[src/rtl/sync_down_counter_if.sv]
// sync_down_counter_if
//
// Control and status bundle for sync_down_counter. clk and reset_n are plain
// ports on the counter and are not part of this bundle.
//
//   load      master->slave  load load_val on the next edge (beats en)
//   load_val  master->slave  start value, n bits
//   en        master->slave  count enable
//   Q         slave->master  current count, n bits
//   busy      slave->master  counter is in COUNT
//   done      slave->master  counter is in DONE
//   tc        slave->master  one-cycle terminal-count pulse
interface sync_down_counter_if #(
    parameter int n = 4
) ();
    logic         load;
    logic [n-1:0] load_val;
    logic         en;
    logic [n-1:0] Q;
    logic         busy;
    logic         done;
    logic         tc;

    modport master (
        output load, load_val, en,
        input  Q, busy, done, tc
    );

    modport slave (
        input  load, load_val, en,
        output Q, busy, done, tc
    );
endinterface

[src/rtl/sync_down_counter.sv]
// sync_down_counter
//
// Loadable down-counter / countdown timer. The count register is a chain of
// T_FF cells driven by borrow-chain toggle logic. A nonzero load starts a
// countdown; each enabled edge decrements; the edge that takes Q from 1 to 0
// is the terminal event, flagged by a registered one-cycle tc pulse.
//
// Optional feature macro: SYNC_DOWN_COUNTER_AUTO_RELOAD_EN
//   defined   - terminal event reloads Q from the last accepted nonzero
//               load value and stays in COUNT; done is tied low.
//   undefined - terminal event enters DONE with Q held at 0 until a load.
//
// Ports:
//   clk      rising-edge clock
//   reset_n  asynchronous active-low reset, clears everything
//   bus      sync_down_counter_if.slave (load, load_val, en, Q, busy,
//            done, tc)
//
// Also contains T_FF, the toggle flip-flop cell of the count register:
//   clk, reset_n (async active-low, resets Q to 0), T (toggle), Q.
module sync_down_counter #(
    parameter int n = 4
) (
    input  logic                clk,
    input  logic                reset_n,
    sync_down_counter_if.slave  bus
);

    typedef enum logic [1:0] {
        IDLE  = 2'd0,
        COUNT = 2'd1,
        DONE  = 2'd2
    } state_t;

    // What the toggle inputs do on the coming edge.
    typedef enum logic [1:0] {
        OP_HOLD = 2'd0,
        OP_DEC  = 2'd1,
        OP_LOAD = 2'd2
    } op_t;

    localparam logic [n-1:0] ONE = n'(1);

    state_t       state;
    state_t       state_nxt;
    op_t          op;
    logic [n-1:0] q;
    logic [n-1:0] load_target;
    logic [n-1:0] t_dec;
    logic [n-1:0] t_vec;
    logic         tc_r;
    logic         tc_nxt;
    logic         load_nz;

`ifdef SYNC_DOWN_COUNTER_AUTO_RELOAD_EN
    logic [n-1:0] reload_r;
`endif

    assign load_nz = |bus.load_val;

    // Count register: one toggle cell per bit.
    for (genvar i = 0; i < n; i++) begin : g_bit
        T_FF u_tff (
            .clk     (clk),
            .reset_n (reset_n),
            .T       (t_vec[i]),
            .Q       (q[i])
        );
    end

    // Borrow chain: bit i flips when every lower bit is 0.
    always_comb begin
        t_dec    = '0;
        t_dec[0] = 1'b1;
        for (int i = 1; i < n; i++) begin
            t_dec[i] = t_dec[i-1] & ~q[i-1];
        end
    end

    // A load toggles exactly the bits that differ from the target.
    always_comb begin
        unique case (op)
            OP_DEC:  t_vec = t_dec;
            OP_LOAD: t_vec = q ^ load_target;
            default: t_vec = '0;
        endcase
    end

    // Next-state / operation select. Load always wins over en, so a load on
    // the terminal edge suppresses tc.
    always_comb begin
        state_nxt   = state;
        op          = OP_HOLD;
        load_target = bus.load_val;
        tc_nxt      = 1'b0;

        unique case (state)
            IDLE: begin
                if (bus.load && load_nz) begin
                    state_nxt = COUNT;
                    op        = OP_LOAD;
                end
            end

            COUNT: begin
                if (bus.load) begin
                    // load_val of 0 clears Q and drops back to IDLE.
                    op        = OP_LOAD;
                    state_nxt = load_nz ? COUNT : IDLE;
                end else if (bus.en) begin
                    if (q == ONE) begin
                        tc_nxt = 1'b1;
`ifdef SYNC_DOWN_COUNTER_AUTO_RELOAD_EN
                        op          = OP_LOAD;
                        load_target = reload_r;
`else
                        op        = OP_DEC;
                        state_nxt = DONE;
`endif
                    end else begin
                        op = OP_DEC;
                    end
                end
            end

            DONE: begin
                // Q is already 0, so a zero load changes only the state.
                if (bus.load) begin
                    op        = OP_LOAD;
                    state_nxt = load_nz ? COUNT : IDLE;
                end
            end

            default: begin
                state_nxt = IDLE;
            end
        endcase
    end

    always_ff @(posedge clk or negedge reset_n) begin
        if (!reset_n) begin
            state <= IDLE;
            tc_r  <= 1'b0;
        end else begin
            state <= state_nxt;
            tc_r  <= tc_nxt;
        end
    end

`ifdef SYNC_DOWN_COUNTER_AUTO_RELOAD_EN
    // Remembers the last accepted nonzero start value for auto-reload.
    always_ff @(posedge clk or negedge reset_n) begin
        if (!reset_n) begin
            reload_r <= '0;
        end else if (bus.load && load_nz) begin
            reload_r <= bus.load_val;
        end
    end

    assign bus.done = 1'b0;
`else
    assign bus.done = (state == DONE);
`endif

    assign bus.Q    = q;
    assign bus.busy = (state == COUNT);
    assign bus.tc   = tc_r;

endmodule

module T_FF (
    input  logic clk,
    input  logic reset_n,
    input  logic T,
    output logic Q
);
    always_ff @(posedge clk or negedge reset_n) begin
        if (!reset_n) begin
            Q <= 1'b0;
        end else if (T) begin
            Q <= ~Q;
        end
    end
endmodule

[src/flat_wrapper.sv]
// flat-port wrapper written by rule: the top's interface ports become plain ports
module sync_down_counter_flat 
#(
    parameter int n = 4
)
  (clk, reset_n, bus_load, bus_load_val, bus_en, bus_Q, bus_busy, bus_done, bus_tc);
  sync_down_counter_if #(.n(n)) bus_i ();
  input  logic clk;
  input  logic reset_n;
  input wire logic [$bits(bus_i.load)-1:0] bus_load;
  input wire logic [$bits(bus_i.load_val)-1:0] bus_load_val;
  input wire logic [$bits(bus_i.en)-1:0] bus_en;
  output wire logic [$bits(bus_i.Q)-1:0] bus_Q;
  output wire logic [$bits(bus_i.busy)-1:0] bus_busy;
  output wire logic [$bits(bus_i.done)-1:0] bus_done;
  output wire logic [$bits(bus_i.tc)-1:0] bus_tc;
  assign bus_i.load = bus_load;
  assign bus_i.load_val = bus_load_val;
  assign bus_i.en = bus_en;
  assign bus_Q = bus_i.Q;
  assign bus_busy = bus_i.busy;
  assign bus_done = bus_i.done;
  assign bus_tc = bus_i.tc;
  sync_down_counter #(.n(n)) u_core (.clk(clk), .reset_n(reset_n), .bus(bus_i));
endmodule
[config.mk]
export PLATFORM = sky130hd
export DESIGN_NAME = sync_down_counter_flat
export DESIGN_NICKNAME = d
export VERILOG_FILES = /design/src/rtl/sync_down_counter_if.sv /design/src/rtl/sync_down_counter.sv /design/src/flat_wrapper.sv
export SDC_FILE = /design/constraint.sdc
export NUM_CORES = 1
export LEC_CHECK = 0
export ABC_AREA = 1
export CORE_ASPECT_RATIO = 0.9
export CORE_MARGIN = 4
export CORE_UTILIZATION = 35
export CTS_CLUSTER_DIAMETER = 50
export DETAILED_ROUTE_END_ITERATION = 6
export DONT_BUFFER_PORTS = 1
export GPL_TIMING_DRIVEN = 0
export SLEW_MARGIN = 10
export SYNTH_ARGS = -nofsm -noshare
export SYNTH_HDL_FRONTEND = slang
export SYNTH_HIERARCHICAL = 1
export SYNTH_SLANG_ARGS = --single-unit
export TNS_END_PERCENT = 10
[constraint.sdc]
create_clock -name clk -period 1.8 [get_ports clk]
set_clock_uncertainty 0.05 [all_clocks]
set_input_delay 0.36 -clock clk [delete_from_list [all_inputs] [get_ports clk]]
set_output_delay 0.36 -clock clk [all_outputs]
set_load 0.05 [all_outputs]
[Yosys cells after proc, flatten, opt, wreduce, memory -nomap -nowiden]
Cells that the tools add are included.
Word-level totals
  register bits: 7
  input port bits: 8
  word-level logic and storage cells: 43
  output and inout bits: 7
Cells by class
  bitwise logic cells: 7
  multiplexer cells: 17
  equality and inequality tests: 9
  reduce and logical (&&, ||, !) cells: 4
Operators with widths (number)
  2-bit two-way mux: 8
  2-bit case mux with 3 select lines: 2
  4-bit case mux with 2 select lines: 1
  1-bit two-way mux: 6
  2-bit by 1-bit equality test with 1-bit output (second input constant): 2
  2-bit equality test (second input constant): 2
  4-bit by 1-bit equality test with 1-bit output (second input constant): 1
  1-bit NOT: 4
  4-bit AND reduction: 1
  4-bit OR reduction: 1
  4-bit XOR: 1
  3-bit by 2-bit != test with 1-bit output (second input constant): 1
  3-bit != test (second input constant): 1
  1-bit bitwise AND: 2
  2-bit zero test: 1
  2-bit by 1-bit != test with 1-bit output (second input constant): 1
  2-bit != test (second input constant): 1
  1-bit logical AND: 1

[Longest topological paths before layout]
  depth after elaboration: 6
  gate-level depth with buffers: 12
  depth with buffers taken out: 12

[Hierarchy]
The synthesis kept the hierarchy.
Modules (own cells, without submodules)
  sync_down_counter: sequential area each 75.1 µm², cells an instance 63, times used 1, area an instance 364.1 µm²
  T_FF: sequential area each 25.0 µm², cells an instance 6, times used 4, area an instance 43.8 µm²

[Worst setup path before layout]
Ideal clock, no wire load.
  kind: reg-to-reg
  start point: register u_core.state[1]
  end point: register u_core.g_bit[3].u_tff.Q
  clock period less this slack: 1.714 ns
  cell stages (with the launch flop): 12
  required time: 1.630 ns
  arrival time: 1.545 ns
  setup time: 0.120 ns
  path slack: 0.086 ns
  buffers on the path: 0
  cell sequence: dfrtp_1 -> nor2_4 -> nand2_2 -> inv_2 -> nand2_2 -> inv_2 -> ha_1 -> nand3_1 -> a21oi_1 -> inv_1 -> nand2_1 -> nand2_1
Between the ends
  cells in the longest elaborated chain, start to end: 4
  elaborated cells on any way between the ends: 7
  those cells by class: eq/ne: 4; mux: 2; reduce/logical: 1
RTL lines
  start, declared: RTL line sync_down_counter.sv:44  | state_t state;
  start signal, assigned: RTL line sync_down_counter.sv:145  | state <= state_nxt;
  2-bit by 1-bit equality test with 1-bit output (*)
  via bus_busy: RTL line flat_wrapper.sv:14  | output wire logic [$bits(bus_i.busy)-1:0] bus_busy;
  2-bit case mux with 3 select lines (*): RTL line sync_down_counter.sv:97  | unique case (state)
  2-bit equality test / 2-bit by 1-bit equality test with 1-bit output (equally long branches): RTL line sync_down_counter.sv:82  | unique case (op)
  4-bit case mux with 2 select lines (*): RTL line sync_down_counter.sv:82
  via u_core.t_vec[3]: RTL line sync_down_counter.sv:50  | logic [n-1:0] t_vec;
  end signal, assigned: RTL line sync_down_counter.sv:181  | Q <= ~Q;
  end, declared: RTL line sync_down_counter.sv:175  | output logic Q
Mark *: on every way through the listed nets, which the timed path passes. The rest lies on a longest branch.
A chain may end at the register's enable or synchronous reset.

[Final worst setup path]
  start point: register u_core.state[1]
  end point: output bus_done
Between the ends
  cells in the longest elaborated chain, start to end: 1
RTL lines
  2-bit equality test: RTL line sync_down_counter.sv:162  | assign bus.done = (state == DONE);
  end, declared: RTL line flat_wrapper.sv:15  | output wire logic [$bits(bus_i.done)-1:0] bus_done;
No other way between the ends.

==> out/metrics.yaml <==
floorplanning:
  coreArea_um2: 1450
  initial_utilization: 0.373
  pin_count: 15
  fp.dieArea_um2: 2230
  die_width_um: 49.4
  die_height_um: 45.2
  std_cell_rows: 13
sta:
  relSlewSlack: 0.377
  hold-worst-slack_ns: 0.246
  report.final.hold_viol_count: 0
  unrepaired_setup_endpoints_after_global_routing: "yes"
  fmaxAchievable_mhz: 545
  post-route-period-util: 1.02
  layout_setup_ws_ns: -0.0363
  max_slew.worst_pin.slew_ns: 0.930
  maxSlewViolCount: 0
  fin_crit_ns: 1.84
  finalSetupViolations: 1
  setup_total_negative_slack_ns: -0.0363
yosys:
  synth-seq-area-share: 0.325
  syn-cell-area_um2: 539
  synth.top_cells.by_area: "dfrtp_1 (32%), nand2_1 (19%), inv_1 (15%)"
  syn_nets: 98
  synthesis.yosys.warnings: 6
  synth.largest_area_cell: "dfrtp_1"
  synthesized_flop_and_latch_total: 7
  synthDistinctLibCells: 12
  syn-instance-count: 87
  syn_avg_cell_area_um2: 6.20
  synthDominantCellAreaShare: 0.325
critical_path:
  timing.reg2reg.worst_path_depth: 11
  rrSetupSlack_ns: 0.04
  crit_fanout: 3
  worstSetupStartpointType: "flip-flop"
  cp_data_required_time_ns: 1.39
  reg2reg_to: "u_core/g_bit[3].u_tff/Q"
  timing.setup.critical_path_class: "reg2out"
  critical_path_arrival_ns: 1.43
  r2r_start: "u_core/state[1]"
  critical_path.endpoint_type: "output pin"
status:
  violated_checks: "setup timing"
  result_of_the_run: "complete, but fails checks"
global_route:
  first_global_vias: 456
  grt-ovfl-total: 0
  grt_first_pass_wirelength_um: 1930
  grt_use_total: 0.114
  grt_start_max_net_pins: 9
  grt_antenna_before_repair: 0
worst_hold_path:
  holdCritStartpoint: "bus_load"
  hold-path-cell-count: 2
  hold_end: "u_core/state[0]"
  hp-class: "in2reg"
placed_design:
  port_buffers: 0
  hpwlAfterDp_um: 914
  place_congestion: 0.753
clock_network:
  ctsLongestPathBuffers: 2
  clock_tree.htree_level_count: 1
  root_buffer: "clkbuf_4"
  tritoncts.num_buffers: 3
  cts_tree: "yes"
  clock_sinks: 7
  cts.reportedPaths.clkPinSlew_ns: 0.05
  worstSkewPairLatency_ns: 0.24
finish:
  finalNetCount: 105
  fill_cells: 152
  antenna_cells: 0
  areaGrowthSynthToFinish_pct: 22.7
  fraction_of_layout_cells_with_a_size_suffix_above_1: 0.204
route:
  detail_routed_via_count_per_cell: 4.63
  drt-total-wl_um: 1110
  avgRoutedWirePerCell_um: 10.3
  route.antenna.remaining_nets: 0
  drt_pass1_iterations: 4
  via_count: 500
  drt_initial_violations: 6
  drc: 0
power:
  pleak_nw: 0.358
  power_density_nw_per_um2: 1320
  irDropWorstVdd_v: 0.000528
flow_run:
  maxCapViolations: 0
==> where the power goes <==
part / switching, mW / internal (mW) / total [mW]
Clock: 0.0518 / 0.0842 / 0.136
Sequential: 0.244 / 0.204 / 0.448
Combinational: 0.180 / 0.109 / 0.289
==> how the worst max path moves through the flow <==
stage / start / endpoint / cells after the start
2_1_floorplan: u_core/state[1] / u_core/g_bit[3].u_tff/Q / 11
3_3_place_gp: u_core/state[1] / u_core/g_bit[0].u_tff/Q / 10
3_5_place_dp: u_core/state[1] / u_core/g_bit[0].u_tff/Q / 10
4_1_cts: u_core/state[1] / bus_done / 2
5_1_grt: u_core/state[1] / bus_done / 2
6_report: u_core/state[1] / bus_done / 2
==> critical path, cell delays in order (launching register included) <==
cell and delay [ns]:
dfrtp_1 0.42, inv_2 0.06, nor2_1 0.71
==> flip-flops by register name, indices dropped and copies added, names as in the netlist <==
name                  count
u_core/g_bit.u_tff/Q      4
u_core/state              2
u_core/bus.tc             1
==> logic make-up after synthesis <==
logic type	synth area share
buf+inv	0.174
simple gates	0.371
flops	0.325
compound gates	0.0603
fa+ha+maj	0.0696
==> repair_timing <==
| item | in CTS | in global routing |
|---|---|---|
| hold buffers | 1 | 0 |
| hold endpoints to repair | 7 | 0 |
| endpoints found under the setup margin | 5 | 5 |
| pin swaps | 1 | 6 |
| buffers inserted | 0 | 1 |
| gates resized for setup | 5 | 7 |
==> cells in the mapped netlist <==
cell type,n
nand2_1,28
inv_1,21
dfrtp_1,7
nand3_1,6
nor2_1,6
a21oi_1,5
inv_2,4
ha_1,3
nand2_2,3
nand4_1,2
nor2_4,1
o211ai_1,1
==> layout make-up <==
class / count / area [um^2] / share of cell area
Tap cell: 15 / 18.8 / 0.0284
Sequential cell: 7 / 175 / 0.265
Inverter: 25 / 96.3 / 0.146
Timing Repair Buffer: 2 / 17.5 / 0.0265
Multi-Input combinational cell: 55 / 328 / 0.495
Clock buffer: 4 / 26.3 / 0.0397
==> stage by stage <==
step	area, um^2	cells	setup WS, ns	utilization	total power, mW
floorplan	539	87	0.0857	-	0.646
detailed placement	558	102	-0.0791	0.385	0.702
global placement	558	102	-0.0543	0.385	0.690
CTS	612	107	-0.0524	0.423	0.859
finish	662	108	-0.0363	0.457	0.873
global route	662	108	-0.0750	0.457	0.950
==> routing by layer <==
metal  vias to the layer above  global-route usage  wire length (um)
li1                        269                   -                 -
met5                         -                   0                 0
met2                         7               0.190               545
met3                         2              0.0264                54
met1                       222               0.137               503
met4                         0              0.0663                10
==> cells in the final DEF, fill, tap and decap left out, types with 2 or more instances in the layout <==
cell      count
nand4_1       2
inv_2         3
nand2_2       2
inv_1        21
ha_4          2
nor2_1        6
dfrtp_1       7
clkbuf_4      3
nand3_1       5
nand2_1      28
a21oi_2       3
No activity file was read; power rests on OpenSTA's default activity.
